--- src/rtl/ula_pkg.sv ---
// Shared definitions for the sequential ULA: opcode map, FSM encoding and
// the overflow threshold helper.
package ula_pkg;

  localparam logic [3:0] OP_ADD    = 4'b0000;
  localparam logic [3:0] OP_SUB    = 4'b0001;
  localparam logic [3:0] OP_MULT   = 4'b0010;
  localparam logic [3:0] OP_DIV    = 4'b0011;
  localparam logic [3:0] OP_PASS_A = 4'b0100;
  localparam logic [3:0] OP_PASS_B = 4'b0101;
  localparam logic [3:0] OP_PLUS1  = 4'b0110;
  localparam logic [3:0] OP_LESS1  = 4'b0111;
  localparam logic [3:0] OP_PLUS2  = 4'b1000;
  localparam logic [3:0] OP_EQ     = 4'b1001;
  localparam logic [3:0] OP_LT     = 4'b1010;
  localparam logic [3:0] OP_GT     = 4'b1011;
  localparam logic [3:0] OP_NOT    = 4'b1100;
  localparam logic [3:0] OP_AND    = 4'b1101;
  localparam logic [3:0] OP_OR     = 4'b1110;
  localparam logic [3:0] OP_XOR    = 4'b1111;

  typedef enum logic [1:0] {
    IDLE = 2'd0,
    EXEC = 2'd1,
    DIV  = 2'd2,
    DONE = 2'd3
  } state_e;

  // Largest value representable in the architectural data width.
  function automatic logic [63:0] ovf_threshold(input int unsigned data_width);
    return (64'd1 << data_width) - 64'd1;
  endfunction

endpackage

--- src/rtl/ula_divider.sv ---
// Iterative restoring divider: one quotient bit per clock, MSB first.
// start is taken only while idle; done pulses for one cycle with results.
module ula_divider #(
  parameter int ULA_WIDTH = 24
) (
  input  logic                 clk,
  input  logic                 rst,
  input  logic                 start,
  input  logic [ULA_WIDTH-1:0] dividend,
  input  logic [ULA_WIDTH-1:0] divisor,
  output logic                 busy,
  output logic                 done,
  output logic [ULA_WIDTH-1:0] quotient,
  output logic [ULA_WIDTH-1:0] remainder
);

  localparam int CW = $clog2(ULA_WIDTH + 1);
  localparam logic [CW-1:0] LAST = CW'(ULA_WIDTH - 1);

  logic [ULA_WIDTH-1:0] quo_q, quo_d;
  logic [ULA_WIDTH-1:0] rem_q, rem_d;
  logic [ULA_WIDTH-1:0] dvs_q, dvs_d;
  logic [CW-1:0]        cnt_q, cnt_d;
  logic                 busy_q, busy_d;
  logic                 done_q, done_d;
  logic [ULA_WIDTH:0]   partial;
  logic [ULA_WIDTH:0]   trial;

  always_comb begin
    quo_d   = quo_q;
    rem_d   = rem_q;
    dvs_d   = dvs_q;
    cnt_d   = cnt_q;
    busy_d  = busy_q;
    done_d  = 1'b0;
    // Partial remainder is one bit wider so the trial subtract never wraps.
    partial = {rem_q, quo_q[ULA_WIDTH-1]};
    trial   = partial - {1'b0, dvs_q};
    if (start && !busy_q) begin
      quo_d  = dividend;
      rem_d  = '0;
      dvs_d  = divisor;
      cnt_d  = '0;
      busy_d = 1'b1;
    end else if (busy_q) begin
      if (trial[ULA_WIDTH]) begin
        rem_d = partial[ULA_WIDTH-1:0];
        quo_d = {quo_q[ULA_WIDTH-2:0], 1'b0};
      end else begin
        rem_d = trial[ULA_WIDTH-1:0];
        quo_d = {quo_q[ULA_WIDTH-2:0], 1'b1};
      end
      cnt_d = cnt_q + CW'(1);
      if (cnt_q == LAST) begin
        busy_d = 1'b0;
        done_d = 1'b1;
      end
    end
  end

  always_ff @(posedge clk) begin
    if (rst) begin
      quo_q  <= '0;
      rem_q  <= '0;
      dvs_q  <= '0;
      cnt_q  <= '0;
      busy_q <= 1'b0;
      done_q <= 1'b0;
    end else begin
      quo_q  <= quo_d;
      rem_q  <= rem_d;
      dvs_q  <= dvs_d;
      cnt_q  <= cnt_d;
      busy_q <= busy_d;
      done_q <= done_d;
    end
  end

  assign busy      = busy_q;
  assign done      = done_q;
  assign quotient  = quo_q;
  assign remainder = rem_q;

endmodule

--- src/rtl/ula_seq_unit.sv ---
// Handshaked bytecode-processor ALU: latches operands on start, runs single-cycle
// ops through EXEC or non-zero divides through the iterative divider, pulses done.
// Handshake: start is accepted only in a cycle where busy=0; busy stays high
// from the accepting edge through the done cycle; done is a one-cycle pulse.
module ula_seq_unit
  import ula_pkg::*;
#(
  parameter int DATA_WIDTH = 8,
  parameter int ULA_WIDTH  = 24
) (
  input  logic                 clk,
  input  logic                 rst,
  input  logic                 start,
  input  logic [3:0]           sel_ula,
  input  logic [ULA_WIDTH-1:0] in_1,
  input  logic [ULA_WIDTH-1:0] in_2,
  output logic                 busy,
  output logic                 done,
  output logic [ULA_WIDTH-1:0] ula_out,
  output logic [ULA_WIDTH-1:0] rem_out,
  output logic                 comp_out,
  output logic                 overflow_out,
  output logic                 div_zero_out
);

  localparam int PW = 2 * ULA_WIDTH;
  localparam logic [PW-1:0]        THR = PW'(ovf_threshold(DATA_WIDTH));
  localparam logic [ULA_WIDTH-1:0] ONE = ULA_WIDTH'(1);
  localparam logic [ULA_WIDTH-1:0] TWO = ULA_WIDTH'(2);

  state_e               state_q, state_d;
  logic [ULA_WIDTH-1:0] a_q, a_d;
  logic [ULA_WIDTH-1:0] b_q, b_d;
  logic [3:0]           op_q, op_d;
  logic [ULA_WIDTH-1:0] ula_q, ula_d;
  logic [ULA_WIDTH-1:0] rem_q, rem_d;
  logic                 comp_q, comp_d;
  logic                 ovf_q, ovf_d;
  logic                 dz_q, dz_d;

  logic                 accept;
  logic                 div_start;
  logic                 div_busy;
  logic                 div_done;
  logic [ULA_WIDTH-1:0] div_quo;
  logic [ULA_WIDTH-1:0] div_rem;

  logic [ULA_WIDTH:0]   sum_full;
  logic [PW-1:0]        prod_full;
  logic [ULA_WIDTH-1:0] alu_res;
  logic                 alu_cmp;
  logic                 alu_is_cmp;
  logic                 alu_ovf;

  assign accept    = start && (state_q == IDLE);
  assign div_start = accept && (sel_ula == OP_DIV) && (in_1 != '0);

  ula_divider #(
    .ULA_WIDTH(ULA_WIDTH)
  ) u_divider (
    .clk      (clk),
    .rst      (rst),
    .start    (div_start),
    .dividend (in_2),
    .divisor  (in_1),
    .busy     (div_busy),
    .done     (div_done),
    .quotient (div_quo),
    .remainder(div_rem)
  );

  assign sum_full  = {1'b0, b_q} + {1'b0, a_q};
  assign prod_full = {{ULA_WIDTH{1'b0}}, b_q} * {{ULA_WIDTH{1'b0}}, a_q};

  // Single-cycle datapath on the latched operands; DIV here means divide by zero.
  always_comb begin
    alu_res    = '0;
    alu_cmp    = 1'b0;
    alu_is_cmp = 1'b0;
    alu_ovf    = 1'b0;
    case (op_q)
      OP_ADD: begin
        alu_res = sum_full[ULA_WIDTH-1:0];
        alu_ovf = PW'(sum_full) > THR;
      end
      OP_SUB: begin
        alu_res = b_q - a_q;
        alu_ovf = b_q < a_q;
      end
      OP_MULT: begin
        alu_res = prod_full[ULA_WIDTH-1:0];
        alu_ovf = prod_full > THR;
      end
      OP_DIV: begin
        alu_res = '1;
        alu_ovf = 1'b1;
      end
      OP_PASS_A: alu_res = a_q;
      OP_PASS_B: alu_res = b_q;
      OP_PLUS1:  alu_res = b_q + ONE;
      OP_LESS1:  alu_res = b_q - ONE;
      OP_PLUS2:  alu_res = b_q + TWO;
      OP_EQ: begin
        alu_is_cmp = 1'b1;
        alu_cmp    = b_q == a_q;
      end
      OP_LT: begin
        alu_is_cmp = 1'b1;
        alu_cmp    = b_q < a_q;
      end
      OP_GT: begin
        alu_is_cmp = 1'b1;
        alu_cmp    = b_q > a_q;
      end
      OP_NOT: alu_res = ~a_q;
      OP_AND: alu_res = b_q & a_q;
      OP_OR:  alu_res = b_q | a_q;
      OP_XOR: alu_res = b_q ^ a_q;
      default: alu_res = '0;
    endcase
    if (alu_is_cmp) begin
      alu_res = {{(ULA_WIDTH-1){1'b0}}, alu_cmp};
    end
  end

  always_comb begin
    state_d = state_q;
    a_d     = a_q;
    b_d     = b_q;
    op_d    = op_q;
    ula_d   = ula_q;
    rem_d   = rem_q;
    comp_d  = comp_q;
    ovf_d   = ovf_q;
    dz_d    = dz_q;
    case (state_q)
      IDLE: begin
        if (accept) begin
          a_d     = in_1;
          b_d     = in_2;
          op_d    = sel_ula;
          state_d = div_start ? DIV : EXEC;
          if (sel_ula != OP_DIV) begin
            dz_d = 1'b0;
          end
        end
      end
      EXEC: begin
        state_d = DONE;
        ula_d   = alu_res;
        rem_d   = (op_q == OP_DIV) ? b_q : '0;
        if (alu_is_cmp) begin
          comp_d = alu_cmp;
        end
        if (op_q[3:2] == 2'b00) begin
          ovf_d = alu_ovf;
        end
        if (op_q == OP_DIV) begin
          dz_d = 1'b1;
        end
      end
      DIV: begin
        if (div_done) begin
          state_d = DONE;
          ula_d   = div_quo;
          rem_d   = div_rem;
          ovf_d   = 1'b0;
          dz_d    = 1'b0;
        end
      end
      DONE: state_d = IDLE;
      default: state_d = IDLE;
    endcase
  end

  always_ff @(posedge clk) begin
    if (rst) begin
      state_q <= IDLE;
      a_q     <= '0;
      b_q     <= '0;
      op_q    <= '0;
      ula_q   <= '0;
      rem_q   <= '0;
      comp_q  <= 1'b0;
      ovf_q   <= 1'b0;
      dz_q    <= 1'b0;
    end else begin
      state_q <= state_d;
      a_q     <= a_d;
      b_q     <= b_d;
      op_q    <= op_d;
      ula_q   <= ula_d;
      rem_q   <= rem_d;
      comp_q  <= comp_d;
      ovf_q   <= ovf_d;
      dz_q    <= dz_d;
    end
  end

  assign busy         = (state_q != IDLE) || div_busy;
  assign done         = (state_q == DONE);
  assign ula_out      = ula_q;
  assign rem_out      = rem_q;
  assign comp_out     = comp_q;
  assign overflow_out = ovf_q;
  assign div_zero_out = dz_q;

endmodule
--- config.mk ---
export PLATFORM = sky130hd
export DESIGN_NAME = ula_seq_unit
export DESIGN_NICKNAME = d
export VERILOG_FILES = /design/src/rtl/ula_pkg.sv /design/src/rtl/ula_divider.sv /design/src/rtl/ula_seq_unit.sv
export SDC_FILE = /design/constraint.sdc
export NUM_CORES = 2
export LEC_CHECK = 0
export ABC_AREA = 1
export CORE_MARGIN = 2
export CORE_UTILIZATION = 50
export CTS_CLUSTER_SIZE = 30
export DETAILED_ROUTE_END_ITERATION = 6
export PLACE_DENSITY = 0.66
export SLEW_MARGIN = 20
export SYNTH_ARGS = -nofsm -noshare
export SYNTH_HDL_FRONTEND = slang
export SYNTH_HIERARCHICAL = 1
export SYNTH_SLANG_ARGS = --single-unit
--- constraint.sdc ---
create_clock -name clk -period 8.5 [get_ports clk]
set_clock_uncertainty 0.15 [all_clocks]
set_input_delay 1.7 -clock clk [delete_from_list [all_inputs] [get_ports clk]]
set_output_delay 1.7 -clock clk [all_outputs]
set_load 0.005 [all_outputs]
==> metrics.cfg <==
[run_status]
status=completed

[cells_and_area]
multi_input_gate_area_in_the_final_layout_um2=27050
seqCellArea_um2=3694
final_core_utilization=0.5419
layout-drive-gt1-share=0.05567
n_fill_cell=7261
final_cell_area_um2=39400
layout.nets=6270
syn2layout_area_growth_pct=7.684

[yosys]
asyncSetResetFlopFracSynth=0
synth_common_cells=1,451 x sky130_fd_sc_hd__nand2_1, 1,271 x sky130_fd_sc_hd__inv_1, 486 x sky130_fd_sc_hd__fa_1
synth_top_area_share=0.2659
ys_types=60
synthesis.area_per_instance_um2=6.742
syn-instance-count=5427
yosys.cell_count.top_type=sky130_fd_sc_hd__nand2_1
mappedNetlistArea_um2=36590
synthDominantAreaCellType=sky130_fd_sc_hd__fa_1
synth.yosys.seq_area_share=0.1007
synth_edf_count=0
ys_ff_latch=184
ys_warn_count=6
synth.top_cells.by_area=sky130_fd_sc_hd__fa_1 27%, sky130_fd_sc_hd__nand2_1 15%, sky130_fd_sc_hd__inv_1 13%
ys_dominant_reg_cell=sky130_fd_sc_hd__dfxtp_1
synth_nets=6267

[worst_setup_path]
slowest_delay_ps=840
setup.reg_to_reg.worst_slack_ps=290
critical-path-slowest-cell=sky130_fd_sc_hd__dfxtp_1
setup_cp_type=reg2reg
termination_of_the_worst_setup_path=overflow_out
worst_ep_arrival_ps=8370
worst_r2r_endpoint=overflow_out
most_numerous_cell_on_the_critical_path=sky130_fd_sc_hd__nand2_1
cp_max_fo=13
r2r-start=b_q[10]
crit_start=b_q[10]
worst-endpoint-required_ps=8660
timing.critical_path.from_type=register
endpoint_kind=register
worst-r2r-cell-count=30

[power]
switching_share=0.6272
internal_power_mw=5.435
fin_total_pwr_mw=14.58
seq_power_share=0.101
power.leakage_nw=21.83
switching_power_mw=9.142
powerDensity_nw_per_um2=370.0
power.clock.fraction=0.059
share_comb_of_total_power=0.840
peakVddDrop_mv=0.9359

[die]
io-pin-count=108
die_area_um2=75360
start_util=0.5032
floorplan.die.width_um=274.5
vertical_die_dimension_um=274.5
coreArea_um2=72710
rows=99

[clock_tree]
cts_max_path_buffers=2
cts_hold_repair.buffers=0
clock_insertion_delay_worst_skew_ps=460
worst_setup_hold_path_clk_slew_ps=90
numClockSinks=184
clock_tree.root_cell=sky130_fd_sc_hd__clkbuf_16
htreeDepth=4
tritoncts=yes
cts-buffers-inserted=17

[global_route]
grt_antenna_before_repair=5
grt.total_usage=0.3752
number_of_global_route_vias_before_repair=35170
grt_pass1_wl_mm=213.5
grt_overflow=0
largest_net_degree_at_the_start_of_global_routing=60

[sta]
tightest_slew_ps=1153
timing_max_transition_violations_final=0
relative_slew_margins=0.2306
period_needed_ps=8210
max_freq_mhz=121.8
setup_viol=0
grt_setup_unrepaired=no
final_hold_viol_count=0
finalSetupTns_ps=0
final_min_period_over_clock_period=0.9659

[routing]
detail_route.iter0.violations=3713
remaining_drc_errors=0
number_of_vias_in_the_routed_layout=35620
routed_wirelength_mm=140.7
antenna_violating_nets_post_route=0
drt_pass1_iterations=6
route.detailed.wl_per_inst_um=21.97
vias_per_cell=5.563

[placed_design]
dp.final_hpwl_mm=115.4
place_congestion=1.021
detailed_place.area_um2=38780
io_buffers=107

[worst_hold_path]
min_path_type=reg2reg

[job]
cap_viol_max_count=0

registers in the layout, summed over array words and instances (netlist names):
register             flops
a_q                     24
u_divider/dvs_q         24
u_divider/remainder     24
op_q                     4
div_zero_out             1
rem_out                 24
u_divider/done           1
u_divider/quotient      24
ula_out                 24
u_divider/busy           1
comp_out                 1
overflow_out             1
b_q                     24
u_divider/cnt_q          5
state_q                  2
layer usage:
layer	track usage	vias to the layer above	share of wire
li1	-	16460	-
met3	0.05736	322	0.091
met2	0.6070	1783	0.45
met4	0.1598	4	0.047
met5	0	-	0.00016
met1	0.4997	17050	0.41
power groups by stage:
stage / combinational (mW) / sequential [mW] / clock, mW
floorplan: 7.95 / 1.17 / 0
global placement: 11.9 / 1.46 / 0
detailed placement: 12.0 / 1.46 / 0
CTS: 12.0 / 1.45 / 0.865
global route: 13.6 / 1.48 / 0.897
finish: 12.2 / 1.47 / 0.861
cell type report:
cell class | instances | area share
multi-input cells | 3707 | 0.6867
inverters | 1291 | 0.1231
flip-flops and latches | 184 | 0.09375
repair buffers | 229 | 0.05075
well taps | 959 | 0.03046
clock buffers | 18 | 0.01089
clock inverters | 14 | 0.004382
diodes | 1 | 0.00006351
logic make-up after synthesis:
logic type / count (synthesis) / synth area share
and+or+nand+nor: 2115 / 0.2427
buffers and inverters: 1536 / 0.1609
xor gates and xnor gates: 39 / 0.009336
AOI/OAI and AO/OA: 768 / 0.1182
adders and majority gates: 785 / 0.3682
DFF: 184 / 0.1007
cells in the final DEF (no fill, tap or decap), types with 16 or more instances in the layout:
cell                              synthesis  routed
sky130_fd_sc_hd__a21oi_1                349     349
sky130_fd_sc_hd__a21oi_2                 24      24
sky130_fd_sc_hd__buf_4                    9     121
sky130_fd_sc_hd__clkbuf_16                0      17
sky130_fd_sc_hd__clkdlybuf4s50_1          0     107
sky130_fd_sc_hd__dfxtp_1                184     176
sky130_fd_sc_hd__fa_1                   486     486
sky130_fd_sc_hd__ha_1                   299     298
sky130_fd_sc_hd__inv_1                 1271    1270
sky130_fd_sc_hd__inv_2                   18      19
sky130_fd_sc_hd__nand2_1               1451    1449
sky130_fd_sc_hd__nand2_2                 32      33
sky130_fd_sc_hd__nand3_1                185     185
sky130_fd_sc_hd__nand3_2                 22      22
sky130_fd_sc_hd__nand3b_1                29      29
sky130_fd_sc_hd__nand4_1                 44      44
sky130_fd_sc_hd__nor2_1                 254     252
sky130_fd_sc_hd__nor3_1                  36      36
sky130_fd_sc_hd__nor4_1                  17      17
sky130_fd_sc_hd__o211ai_1                18      18
sky130_fd_sc_hd__o21ai_0                235     235
sky130_fd_sc_hd__o21bai_1                23      23
sky130_fd_sc_hd__o22ai_1                 33      33
sky130_fd_sc_hd__xnor2_1                 16      16
sky130_fd_sc_hd__xor2_1                  23      23
critical path: cells and delay by family (launching register included):
kind                     cells  cell delay (ps)
AO/OA/AOI/OAI                2              550
flip-flops                   1              840
buffers and inverters        6              710
AND/OR/NAND/NOR             14             1720
adder cells (fa/ha/maj)      8             4070
how the worst min path moves through the flow:
stage | cells past startpoint | slack (ps) | to | from
after global placement | 2 | 300 | u_divider/dvs_q[22] | u_divider/dvs_q[22]
after CTS | 2 | 310 | u_divider/dvs_q[22] | u_divider/dvs_q[22]
final | 2 | 310 | u_divider/dvs_q[22] | u_divider/dvs_q[22]
after detailed placement | 2 | 300 | u_divider/dvs_q[22] | u_divider/dvs_q[22]
after floorplan | 2 | 280 | u_divider/dvs_q[10] | u_divider/dvs_q[10]
after global routing | 2 | 330 | u_divider/dvs_q[22] | u_divider/dvs_q[22]
per-stage QoR:
step                      setup slack, ps  hold WS [ps]  cells
final                               289.8         314.1   6403
after CTS                           25.34         313.7   6402
after global placement              171.8         297.3   6370
after floorplan                      1850         283.1   5427
after global routing                23.38         327.6   6402
after detailed placement            41.31         301.6   6370
timing repair:
item | CTS | global route
buffers inserted | 0 | 0
setup endpoints to repair | 0 | 2
resized for setup | 0 | 8
hold endpoints to repair | 0 | 0
No activity file was read; power rests on OpenSTA's default activity.
